--- src/rtl/riscv_pkg.sv ---
// riscv_pkg: shared RISC-V core definitions.
//   XLEN      - architectural register data width
//   AW        - register index width (2**AW architectural registers)
//   reg_idx_t - register index type
package riscv_pkg;

    localparam int XLEN = 32;
    localparam int AW   = 5;

    typedef logic [AW-1:0] reg_idx_t;

endpackage : riscv_pkg

--- src/rtl/wb_arbiter_if.sv ---
// wb_arbiter_if: write-back port bundle between the pipeline/LSU and the
// write-back arbiter.
//   master - pipeline side: drives ALU/LSU results, sees stall/ready/write port
//   slave  - arbiter side: consumes results, drives stall/ready/write port
interface wb_arbiter_if
    import riscv_pkg::*;
#(
    parameter int XLEN = riscv_pkg::XLEN,
    parameter int AW   = riscv_pkg::AW
);

    logic               alu_valid;
    logic [AW-1:0]      alu_rd;
    logic [XLEN-1:0]    alu_data;
    logic               stall;
    logic               lsu_valid;
    logic               lsu_ready;
    logic [AW-1:0]      lsu_rd;
    logic [XLEN-1:0]    lsu_data;
    logic               RegWrite;
    logic [AW-1:0]      WriteRegister;
    logic [XLEN-1:0]    RegWriteData;
    logic [2**AW-1:0]   pending_mask;

    modport master (
        output alu_valid, alu_rd, alu_data, lsu_valid, lsu_rd, lsu_data,
        input  stall, lsu_ready, RegWrite, WriteRegister, RegWriteData, pending_mask
    );

    modport slave (
        input  alu_valid, alu_rd, alu_data, lsu_valid, lsu_rd, lsu_data,
        output stall, lsu_ready, RegWrite, WriteRegister, RegWriteData, pending_mask
    );

endinterface : wb_arbiter_if

--- src/rtl/wb_fifo.sv ---
// wb_fifo: small circular FIFO holding LSU write-back entries {rd, data}.
//   clk, reset      - clock, asynchronous active-high reset (empties the queue)
//   push, din       - enqueue din (ignored while full, even with a same-cycle pop)
//   pop, dout       - dequeue; dout is the current head
//   full, empty     - status from registered occupancy
//   count           - registered occupancy
//   slot_tag/valid  - per-slot tag field (top TAGW bits) and validity, so the
//                     owner can decode outstanding destinations
module wb_fifo #(
    parameter int DEPTH = 2,
    parameter int W     = 37,
    parameter int TAGW  = 5
) (
    input  logic                        clk,
    input  logic                        reset,
    input  logic                        push,
    input  logic                        pop,
    input  logic [W-1:0]                din,
    output logic [W-1:0]                dout,
    output logic                        full,
    output logic                        empty,
    output logic [$clog2(DEPTH):0]      count,
    output logic [DEPTH-1:0][TAGW-1:0]  slot_tag,
    output logic [DEPTH-1:0]            slot_valid
);

    localparam int PW = $clog2(DEPTH);

    logic [DEPTH-1:0][W-1:0] mem_q, mem_d;
    logic [PW-1:0]           wr_ptr_q, wr_ptr_d;
    logic [PW-1:0]           rd_ptr_q, rd_ptr_d;
    logic [PW:0]             count_q, count_d;
    logic                    do_push_s, do_pop_s;

    assign full  = (count_q == (PW+1)'(DEPTH));
    assign empty = (count_q == {(PW+1){1'b0}});
    assign count = count_q;
    assign dout  = mem_q[rd_ptr_q];

    // Next-state for storage, pointers and occupancy; pointers wrap naturally
    // because DEPTH is a power of two.
    always_comb begin
        mem_d     = mem_q;
        wr_ptr_d  = wr_ptr_q;
        rd_ptr_d  = rd_ptr_q;
        count_d   = count_q;
        do_push_s = push && !full;
        do_pop_s  = pop && !empty;
        if (do_push_s) begin
            mem_d[wr_ptr_q] = din;
            wr_ptr_d        = wr_ptr_q + PW'(1);
        end else begin
            wr_ptr_d = wr_ptr_q;
        end
        if (do_pop_s) begin
            rd_ptr_d = rd_ptr_q + PW'(1);
        end else begin
            rd_ptr_d = rd_ptr_q;
        end
        case ({do_push_s, do_pop_s})
            2'b10:   count_d = count_q + (PW+1)'(1);
            2'b01:   count_d = count_q - (PW+1)'(1);
            default: count_d = count_q;
        endcase
    end

    // Slot i is live when its distance from the read pointer is below occupancy.
    always_comb begin
        slot_tag   = '0;
        slot_valid = '0;
        for (int i = 0; i < DEPTH; i++) begin
            logic [PW-1:0] off;
            off           = PW'(i) - rd_ptr_q;
            slot_tag[i]   = mem_q[i][W-1 -: TAGW];
            slot_valid[i] = ({1'b0, off} < count_q);
        end
    end

    // Queue state registers.
    always_ff @(posedge clk or posedge reset) begin
        if (reset) begin
            mem_q    <= '0;
            wr_ptr_q <= {PW{1'b0}};
            rd_ptr_q <= {PW{1'b0}};
            count_q  <= {(PW+1){1'b0}};
        end else begin
            mem_q    <= mem_d;
            wr_ptr_q <= wr_ptr_d;
            rd_ptr_q <= rd_ptr_d;
            count_q  <= count_d;
        end
    end

endmodule : wb_fifo

--- src/rtl/wb_arbiter.sv ---
// wb_arbiter: single register-file write port shared by the ALU (fixed
// 1-cycle latency, priority) and the LSU (buffered through wb_fifo).
//   clk, reset - clock, asynchronous active-high reset
//   bus.slave  - ALU result in, stall out; LSU valid/ready/rd/data;
//                registered RegWrite/WriteRegister/RegWriteData;
//                pending_mask of destinations still queued for the LSU.
// The ALU wins by default; after STARVE_MAX consecutive ALU wins with LSU
// work waiting, stall forces one LSU write through.
module wb_arbiter
    import riscv_pkg::*;
#(
    parameter int XLEN       = riscv_pkg::XLEN,
    parameter int AW         = riscv_pkg::AW,
    parameter int QDEPTH     = 2,
    parameter int STARVE_MAX = 4
) (
    input  logic         clk,
    input  logic         reset,
    wb_arbiter_if.slave  bus
);

    localparam int EW = AW + XLEN;
    localparam int SW = $clog2(STARVE_MAX + 1);

    logic                       fifo_full_s, fifo_empty_s;
    logic [$clog2(QDEPTH):0]    fifo_count_s;
    logic [EW-1:0]              head_s;
    logic [QDEPTH-1:0][AW-1:0]  slot_tag_s;
    logic [QDEPTH-1:0]          slot_valid_s;
    logic                       queued_s, stall_s, alu_win_s, lsu_win_s;
    logic                       push_s, lsu_ready_s;
    logic [2**AW-1:0]           pending_s;

    logic                       regwrite_q, regwrite_d;
    logic [AW-1:0]              wreg_q, wreg_d;
    logic [XLEN-1:0]            wdata_q, wdata_d;
    logic [SW-1:0]              starve_q, starve_d;

    // Readiness depends only on registered occupancy, never on this cycle's pop.
    assign lsu_ready_s = !reset && !fifo_full_s;
    assign queued_s    = (fifo_count_s != '0);
    assign stall_s     = (starve_q == SW'(STARVE_MAX)) && queued_s;
    assign alu_win_s   = bus.alu_valid && !stall_s;
    assign lsu_win_s   = !alu_win_s && !fifo_empty_s;
    // x0 results complete the handshake but are dropped here.
    assign push_s      = bus.lsu_valid && lsu_ready_s && (bus.lsu_rd != {AW{1'b0}});

    wb_fifo #(.DEPTH(QDEPTH), .W(EW), .TAGW(AW)) u_fifo (
        .clk        (clk),
        .reset      (reset),
        .push       (push_s),
        .pop        (lsu_win_s),
        .din        ({bus.lsu_rd, bus.lsu_data}),
        .dout       (head_s),
        .full       (fifo_full_s),
        .empty      (fifo_empty_s),
        .count      (fifo_count_s),
        .slot_tag   (slot_tag_s),
        .slot_valid (slot_valid_s)
    );

    // Outstanding-destination mask; duplicates simply OR into the same bit.
    always_comb begin
        pending_s = '0;
        for (int i = 0; i < QDEPTH; i++) begin
            if (slot_valid_s[i]) begin
                pending_s[slot_tag_s[i]] = 1'b1;
            end else begin
                pending_s = pending_s;
            end
        end
    end

    // Winner selection and write-port next state; ALU x0 writes are dropped.
    always_comb begin
        regwrite_d = 1'b0;
        wreg_d     = {AW{1'b0}};
        wdata_d    = {XLEN{1'b0}};
        if (alu_win_s) begin
            if (bus.alu_rd != {AW{1'b0}}) begin
                regwrite_d = 1'b1;
                wreg_d     = bus.alu_rd;
                wdata_d    = bus.alu_data;
            end else begin
                regwrite_d = 1'b0;
            end
        end else if (lsu_win_s) begin
            regwrite_d = 1'b1;
            wreg_d     = head_s[XLEN +: AW];
            wdata_d    = head_s[XLEN-1:0];
        end else begin
            regwrite_d = 1'b0;
        end
    end

    // Starvation counter: counts ALU wins while LSU work waits, saturating.
    always_comb begin
        starve_d = starve_q;
        if (!queued_s || lsu_win_s) begin
            starve_d = {SW{1'b0}};
        end else if (starve_q != SW'(STARVE_MAX)) begin
            starve_d = starve_q + SW'(1);
        end else begin
            starve_d = starve_q;
        end
    end

    // Write-port and starvation registers.
    always_ff @(posedge clk or posedge reset) begin
        if (reset) begin
            regwrite_q <= 1'b0;
            wreg_q     <= {AW{1'b0}};
            wdata_q    <= {XLEN{1'b0}};
            starve_q   <= {SW{1'b0}};
        end else begin
            regwrite_q <= regwrite_d;
            wreg_q     <= wreg_d;
            wdata_q    <= wdata_d;
            starve_q   <= starve_d;
        end
    end

    assign bus.stall         = stall_s;
    assign bus.lsu_ready     = lsu_ready_s;
    assign bus.RegWrite      = regwrite_q;
    assign bus.WriteRegister = wreg_q;
    assign bus.RegWriteData  = wdata_q;
    assign bus.pending_mask  = pending_s;

endmodule : wb_arbiter

--- src/flat_wrapper.sv ---
// flat-port wrapper written by rule: the top's interface ports become plain ports
module wb_arbiter_flat import riscv_pkg::*;
#(
    parameter int XLEN       = riscv_pkg::XLEN,
    parameter int AW         = riscv_pkg::AW,
    parameter int QDEPTH     = 2,
    parameter int STARVE_MAX = 4
)
  (clk, reset, bus_alu_valid, bus_alu_rd, bus_alu_data, bus_lsu_valid, bus_lsu_rd, bus_lsu_data, bus_stall, bus_lsu_ready, bus_RegWrite, bus_WriteRegister, bus_RegWriteData, bus_pending_mask);
  wb_arbiter_if #(.XLEN(XLEN), .AW(AW)) bus_i ();
  input  logic clk;
  input  logic reset;
  input wire logic [$bits(bus_i.alu_valid)-1:0] bus_alu_valid;
  input wire logic [$bits(bus_i.alu_rd)-1:0] bus_alu_rd;
  input wire logic [$bits(bus_i.alu_data)-1:0] bus_alu_data;
  input wire logic [$bits(bus_i.lsu_valid)-1:0] bus_lsu_valid;
  input wire logic [$bits(bus_i.lsu_rd)-1:0] bus_lsu_rd;
  input wire logic [$bits(bus_i.lsu_data)-1:0] bus_lsu_data;
  output wire logic [$bits(bus_i.stall)-1:0] bus_stall;
  output wire logic [$bits(bus_i.lsu_ready)-1:0] bus_lsu_ready;
  output wire logic [$bits(bus_i.RegWrite)-1:0] bus_RegWrite;
  output wire logic [$bits(bus_i.WriteRegister)-1:0] bus_WriteRegister;
  output wire logic [$bits(bus_i.RegWriteData)-1:0] bus_RegWriteData;
  output wire logic [$bits(bus_i.pending_mask)-1:0] bus_pending_mask;
  assign bus_i.alu_valid = bus_alu_valid;
  assign bus_i.alu_rd = bus_alu_rd;
  assign bus_i.alu_data = bus_alu_data;
  assign bus_i.lsu_valid = bus_lsu_valid;
  assign bus_i.lsu_rd = bus_lsu_rd;
  assign bus_i.lsu_data = bus_lsu_data;
  assign bus_stall = bus_i.stall;
  assign bus_lsu_ready = bus_i.lsu_ready;
  assign bus_RegWrite = bus_i.RegWrite;
  assign bus_WriteRegister = bus_i.WriteRegister;
  assign bus_RegWriteData = bus_i.RegWriteData;
  assign bus_pending_mask = bus_i.pending_mask;
  wb_arbiter #(.XLEN(XLEN), .AW(AW), .QDEPTH(QDEPTH), .STARVE_MAX(STARVE_MAX)) u_core (.clk(clk), .reset(reset), .bus(bus_i));
endmodule
--- config.mk ---
export PLATFORM = sky130hd
export DESIGN_NAME = wb_arbiter_flat
export DESIGN_NICKNAME = d
export VERILOG_FILES = /design/src/rtl/riscv_pkg.sv /design/src/rtl/wb_arbiter_if.sv /design/src/rtl/wb_fifo.sv /design/src/rtl/wb_arbiter.sv /design/src/flat_wrapper.sv
export SDC_FILE = /design/constraint.sdc
export NUM_CORES = 1
export LEC_CHECK = 0
export BUFFER_PORTS_ARGS = -buffer_cell sky130_fd_sc_hd__buf_4
export CORE_ASPECT_RATIO = 1.5
export CORE_MARGIN = 2
export CORE_UTILIZATION = 48
export CTS_CLUSTER_DIAMETER = 150
export CTS_CLUSTER_SIZE = 14
export DETAILED_ROUTE_END_ITERATION = 10
export GPL_ROUTABILITY_DRIVEN = 1
export PLACE_DENSITY = 0.77
export SLEW_MARGIN = 20
export SYNTH_ARGS = -nofsm -noshare
export SYNTH_HDL_FRONTEND = slang
export SYNTH_SLANG_ARGS = --single-unit
--- constraint.sdc ---
create_clock -name clk -period 3.17 [get_ports clk]
set_input_delay 0.1585 -clock clk [delete_from_list [all_inputs] [get_ports clk]]
set_output_delay 0.1585 -clock clk [all_outputs]
set_load 0.005 [all_outputs]
==> impl_metrics.prom <==
# TYPE chip_impl_metric gauge
chip_impl_metric{name="cts.path.max_buffers",unit=""} 2
chip_impl_metric{name="grt.total_usage",unit="%"} 23.8
chip_impl_metric{name="timing.final.crit_period",unit="ns"} 2.30
chip_impl_metric{name="design.core.area",unit="µm²"} 11500
chip_impl_metric{name="power.static_leakage",unit="nW"} 3.93
chip_impl_metric{name="final.setup_skew",unit="ns"} 0.00897
chip_impl_metric{name="num_rows",unit=""} 48
chip_impl_metric{name="drtPass1Iterations",unit=""} 5
chip_impl_metric{name="area.growth.synth_to_final",unit="%"} 45.2
chip_impl_metric{name="drt-wirelength-per-cell",unit="µm"} 18.7
chip_impl_metric{name="worst_ep_arrival_time",unit="ns"} 2.14
chip_impl_metric{name="cts-htree-levels",unit=""} 4
chip_impl_metric{name="postSynthAreaPerCell",unit="µm²"} 14.0
chip_impl_metric{name="layout-drive-gt1-share",unit="%"} 42.8
chip_impl_info{name="root_cell_of_the_clock_tree",value="clkbuf_16"} 1
chip_impl_metric{name="placed_area",unit="µm²"} 6770
chip_impl_metric{name="clkSlewWorstSetupHoldPaths",unit="ns"} 0.05
chip_impl_info{name="worst_hold_path_type",value="input port to flip-flop"} 1
chip_impl_metric{name="worst-r2r-cell-count",unit=""} 5
chip_impl_info{name="worst_r2r_startpoint",value="u_core.u_fifo.count[0]"} 1
chip_impl_info{name="worstSetupPathType",value="flip-flop to output port"} 1
chip_impl_metric{name="yosys_warnings",unit=""} 0
chip_impl_metric{name="tritoncts.num_buffers",unit=""} 17
chip_impl_metric{name="synth_register_bits",unit=""} 119
chip_impl_metric{name="port-buffer-count",unit=""} 149
chip_impl_metric{name="vias_per_cell",unit=""} 5.36
chip_impl_metric{name="postSynthNetCount",unit=""} 483
chip_impl_metric{name="proportion_of_synthesized_flip_flops_having_asynchronous_set_or_reset",unit="%"} 100
chip_impl_metric{name="grt_pass1_wl",unit="µm"} 23100
chip_impl_metric{name="detail_placement_hpwl",unit="µm"} 9240
chip_impl_info{name="unrepaired_setup_endpoints_after_global_routing",value="no"} 1
chip_impl_metric{name="synth_edf_count",unit=""} 0
chip_impl_metric{name="worst_hold_slack",unit="ns"} 0.0116
chip_impl_metric{name="fin_setup_tns",unit="ns"} 0
chip_impl_metric{name="aggregate_global_routing_overflow",unit=""} 0
chip_impl_metric{name="layout.nets",unit=""} 701
chip_impl_metric{name="wirelength",unit="µm"} 14600
chip_impl_metric{name="place_congestion",unit=""} 0.805
chip_impl_info{name="element_type_at_the_critical_path_end",value="output port"} 1
chip_impl_metric{name="setup_viol_count_final",unit=""} 0
chip_impl_metric{name="maxClockFrequency",unit="GHz"} 0.434
chip_impl_info{name="dominantRegCellSynth",value="dfrtp_1"} 1
chip_impl_metric{name="design_power_total",unit="mW"} 7.59
chip_impl_metric{name="crit_path_max_fanout",unit=""} 8
chip_impl_metric{name="dr.first_iter.drc_count",unit=""} 218
chip_impl_metric{name="tightestPinTransition",unit="ns"} 0.821
chip_impl_metric{name="design.portCount",unit=""} 150
chip_impl_info{name="min_to",value="u_core.u_fifo.mem_q[44]"} 1
chip_impl_info{name="mostFrequentLayoutCell",value="buf_4"} 1
chip_impl_metric{name="worst-endpoint-required",unit="ns"} 3.01
chip_impl_metric{name="final-hold-violation-count",unit=""} 0
chip_impl_metric{name="final_min_period_over_clock_period",unit="%"} 72.6
chip_impl_info{name="cts_tree",value="built"} 1
chip_impl_metric{name="clock_insertion_delay_worst_skew",unit="ns"} 0.41
chip_impl_metric{name="via_count_of_the_first_global_routing_pass",unit=""} 4606
chip_impl_info{name="worst_r2r_endpoint",value="u_core.u_fifo.mem_q[63]"} 1
chip_impl_metric{name="hold_path_depth",unit=""} 2
chip_impl_metric{name="max-slew-margin-rel",unit="%"} 45.3
chip_impl_metric{name="via_total_after_detailed_routing",unit=""} 4195
chip_impl_metric{name="timing.final.max_slew_violations",unit=""} 0
chip_impl_metric{name="max-vdd-ir-drop",unit="mV"} 0.583
chip_impl_metric{name="die_area",unit="µm²"} 12600
chip_impl_metric{name="worst-r2r-setup-slack",unit="ns"} 1.03
chip_impl_metric{name="initial_core_util",unit="%"} 48.9
chip_impl_info{name="worstHoldStart",value="bus_lsu_data[7]"} 1
chip_impl_metric{name="die-height",unit="µm"} 136
chip_impl_info{name="status",value="finished, final reports clean"} 1
chip_impl_metric{name="drv_cap",unit=""} 0
chip_impl_metric{name="clock_sinks",unit=""} 119
chip_impl_metric{name="synth_sequential_area_ratio",unit="%"} 53.1
chip_impl_info{name="area_leader_netlist",value="dfrtp_1"} 1
chip_impl_metric{name="power-per-cell-area",unit="nW/µm²"} 931
chip_impl_metric{name="num_antenna_cells",unit=""} 0
chip_impl_info{name="layout_common_cells",value="buf_4 (155), dfrtp_1 (118), dlygate4sd3_1 (74)"} 1
chip_impl_metric{name="post_synth_num_cell_types",unit=""} 40
chip_impl_info{name="cp-start-kind",value="flip-flop"} 1
chip_impl_metric{name="syn-cell-area",unit="µm²"} 5610
chip_impl_metric{name="design_area",unit="µm²"} 8150
chip_impl_metric{name="largest_net_degree_at_the_start_of_global_routing",unit=""} 63
chip_impl_info{name="ys_top_cells_by_area",value="dfrtp_1 (53%), mux2_4 (16%), mux2i_1 (6.6%), o2bb2ai_1 (5.0%), o22ai_1 (3.6%)"} 1
chip_impl_metric{name="post_cts_setup_inserts",unit=""} 0
chip_impl_metric{name="dieWidth",unit="µm"} 92.3
chip_impl_metric{name="detail_route.drc_violations",unit=""} 0
chip_impl_metric{name="drtAntennaViolNets",unit=""} 0
chip_impl_metric{name="post_synth_inst_count",unit=""} 402
chip_impl_metric{name="initial_antenna_violation_count",unit=""} 0
chip_impl_metric{name="synthDominantCellAreaShare",unit="%"} 53.1
## cell type report
class	count	area [µm²]
Sequential cell	119	2980
Fill cell	751	3320
Inverter	6	28.8
Timing Repair Buffer	230	1920
Multi-Input combinational cell	246	2390
Clock inverter	11	173
Clock buffer	21	460
Tap cell	150	188
## cells in the mapped netlist (4+ instances only)
master     instances
buf_6              5
nand2_1           11
clkbuf_1          11
xnor2_1            4
mux2i_1           37
dfrtp_1          119
o21ai_0            6
nor2_1            10
or3_1              4
mux2_2            14
nand3b_1           7
buf_2              7
o2bb2ai_1         32
mux2_4            60
o22ai_1           32
inv_1              5
## report_power, final
part           switching [mW]  total (mW)  internal [mW]
logic                    1.19        2.82           1.63
registers               0.506        2.72           2.22
clock network           0.690        2.05           1.36
total                    2.38        7.59           5.20
## worst max-delay path, cell delays in order, from the launching register on
cell	delay (ns)
dfrtp_1	0.51
nor2b_1	0.22
nor2_1	0.09
or3b_1	0.52
o22ai_1	0.25
buf_4	0.15
## how the worst max path moves through the flow
stage | slack, ns | depth (start not counted) | startpoint | endpoint
CTS | 0.87 | 5 | u_core.u_fifo.count[0] | bus_pending_mask[26]
detailed placement | 1.00 | 5 | u_core.u_fifo.count[0] | u_core.u_fifo.mem_q[40]
global route | 0.76 | 5 | u_core.u_fifo.count[0] | bus_pending_mask[10]
global placement | 1.12 | 5 | u_core.u_fifo.count[0] | u_core.u_fifo.mem_q[63]
floorplan | 1.56 | 1 | reset | u_core.bus.RegWrite
finish | 0.87 | 5 | u_core.u_fifo.count[0] | bus_pending_mask[26]
## routing by layer
layer / part of all wire (%) / global-route usage (%)
met5: 0 / 0
met4: 2.5 / 11.0
met3: 4.0 / 5.16
met2: 55 / 44.3
met1: 39 / 25.6
## repair_timing
action | in CTS | in global routing
setup endpoints to repair | 0 | 0
endpoints found under the hold margin | 116 | 0
hold buffers | 74 | 0
gates resized for setup | 0 | 0
## logic make-up (layout without fill, tap and decap cells)
kind of cell / Yosys count / after routing / synth area share, %
XOR/XNOR: 5 / 5 / 0.780
flip-flops: 119 / 119 / 53.1
AND/OR/NAND/NOR: 50 / 50 / 5.48
adder cells (fa/ha/maj): 3 / 3 / 0.669
buffers and inverters: 37 / 268 / 4.44
AO/OA/AOI/OAI: 77 / 77 / 10.1
multiplexers: 111 / 111 / 25.5
## state kept, by name, summed over array words and instances (netlist names)
signal,flops
u_core.bus.RegWriteData,32
u_core.u_fifo.slot_tag,10
u_core.bus.RegWrite,1
u_core.starve_q,3
u_core.bus.WriteRegister,5
u_core.u_fifo.rd_ptr_q,1
u_core.u_fifo.count,2
u_core.u_fifo.mem_q,64
u_core.u_fifo.wr_ptr_q,1
## metrics by stage
step / setup slack [ns] / instances / util [%]
after floorplan: 1.56 / 402 / -
after global placement: 1.12 / 677 / 59.1
after detailed placement: 1.00 / 677 / 59.1
after CTS: 0.874 / 783 / 71.0
after global routing: 0.757 / 783 / 71.0
final: 0.868 / 783 / 71.0
No activity file was read; power rests on OpenSTA's default activity.
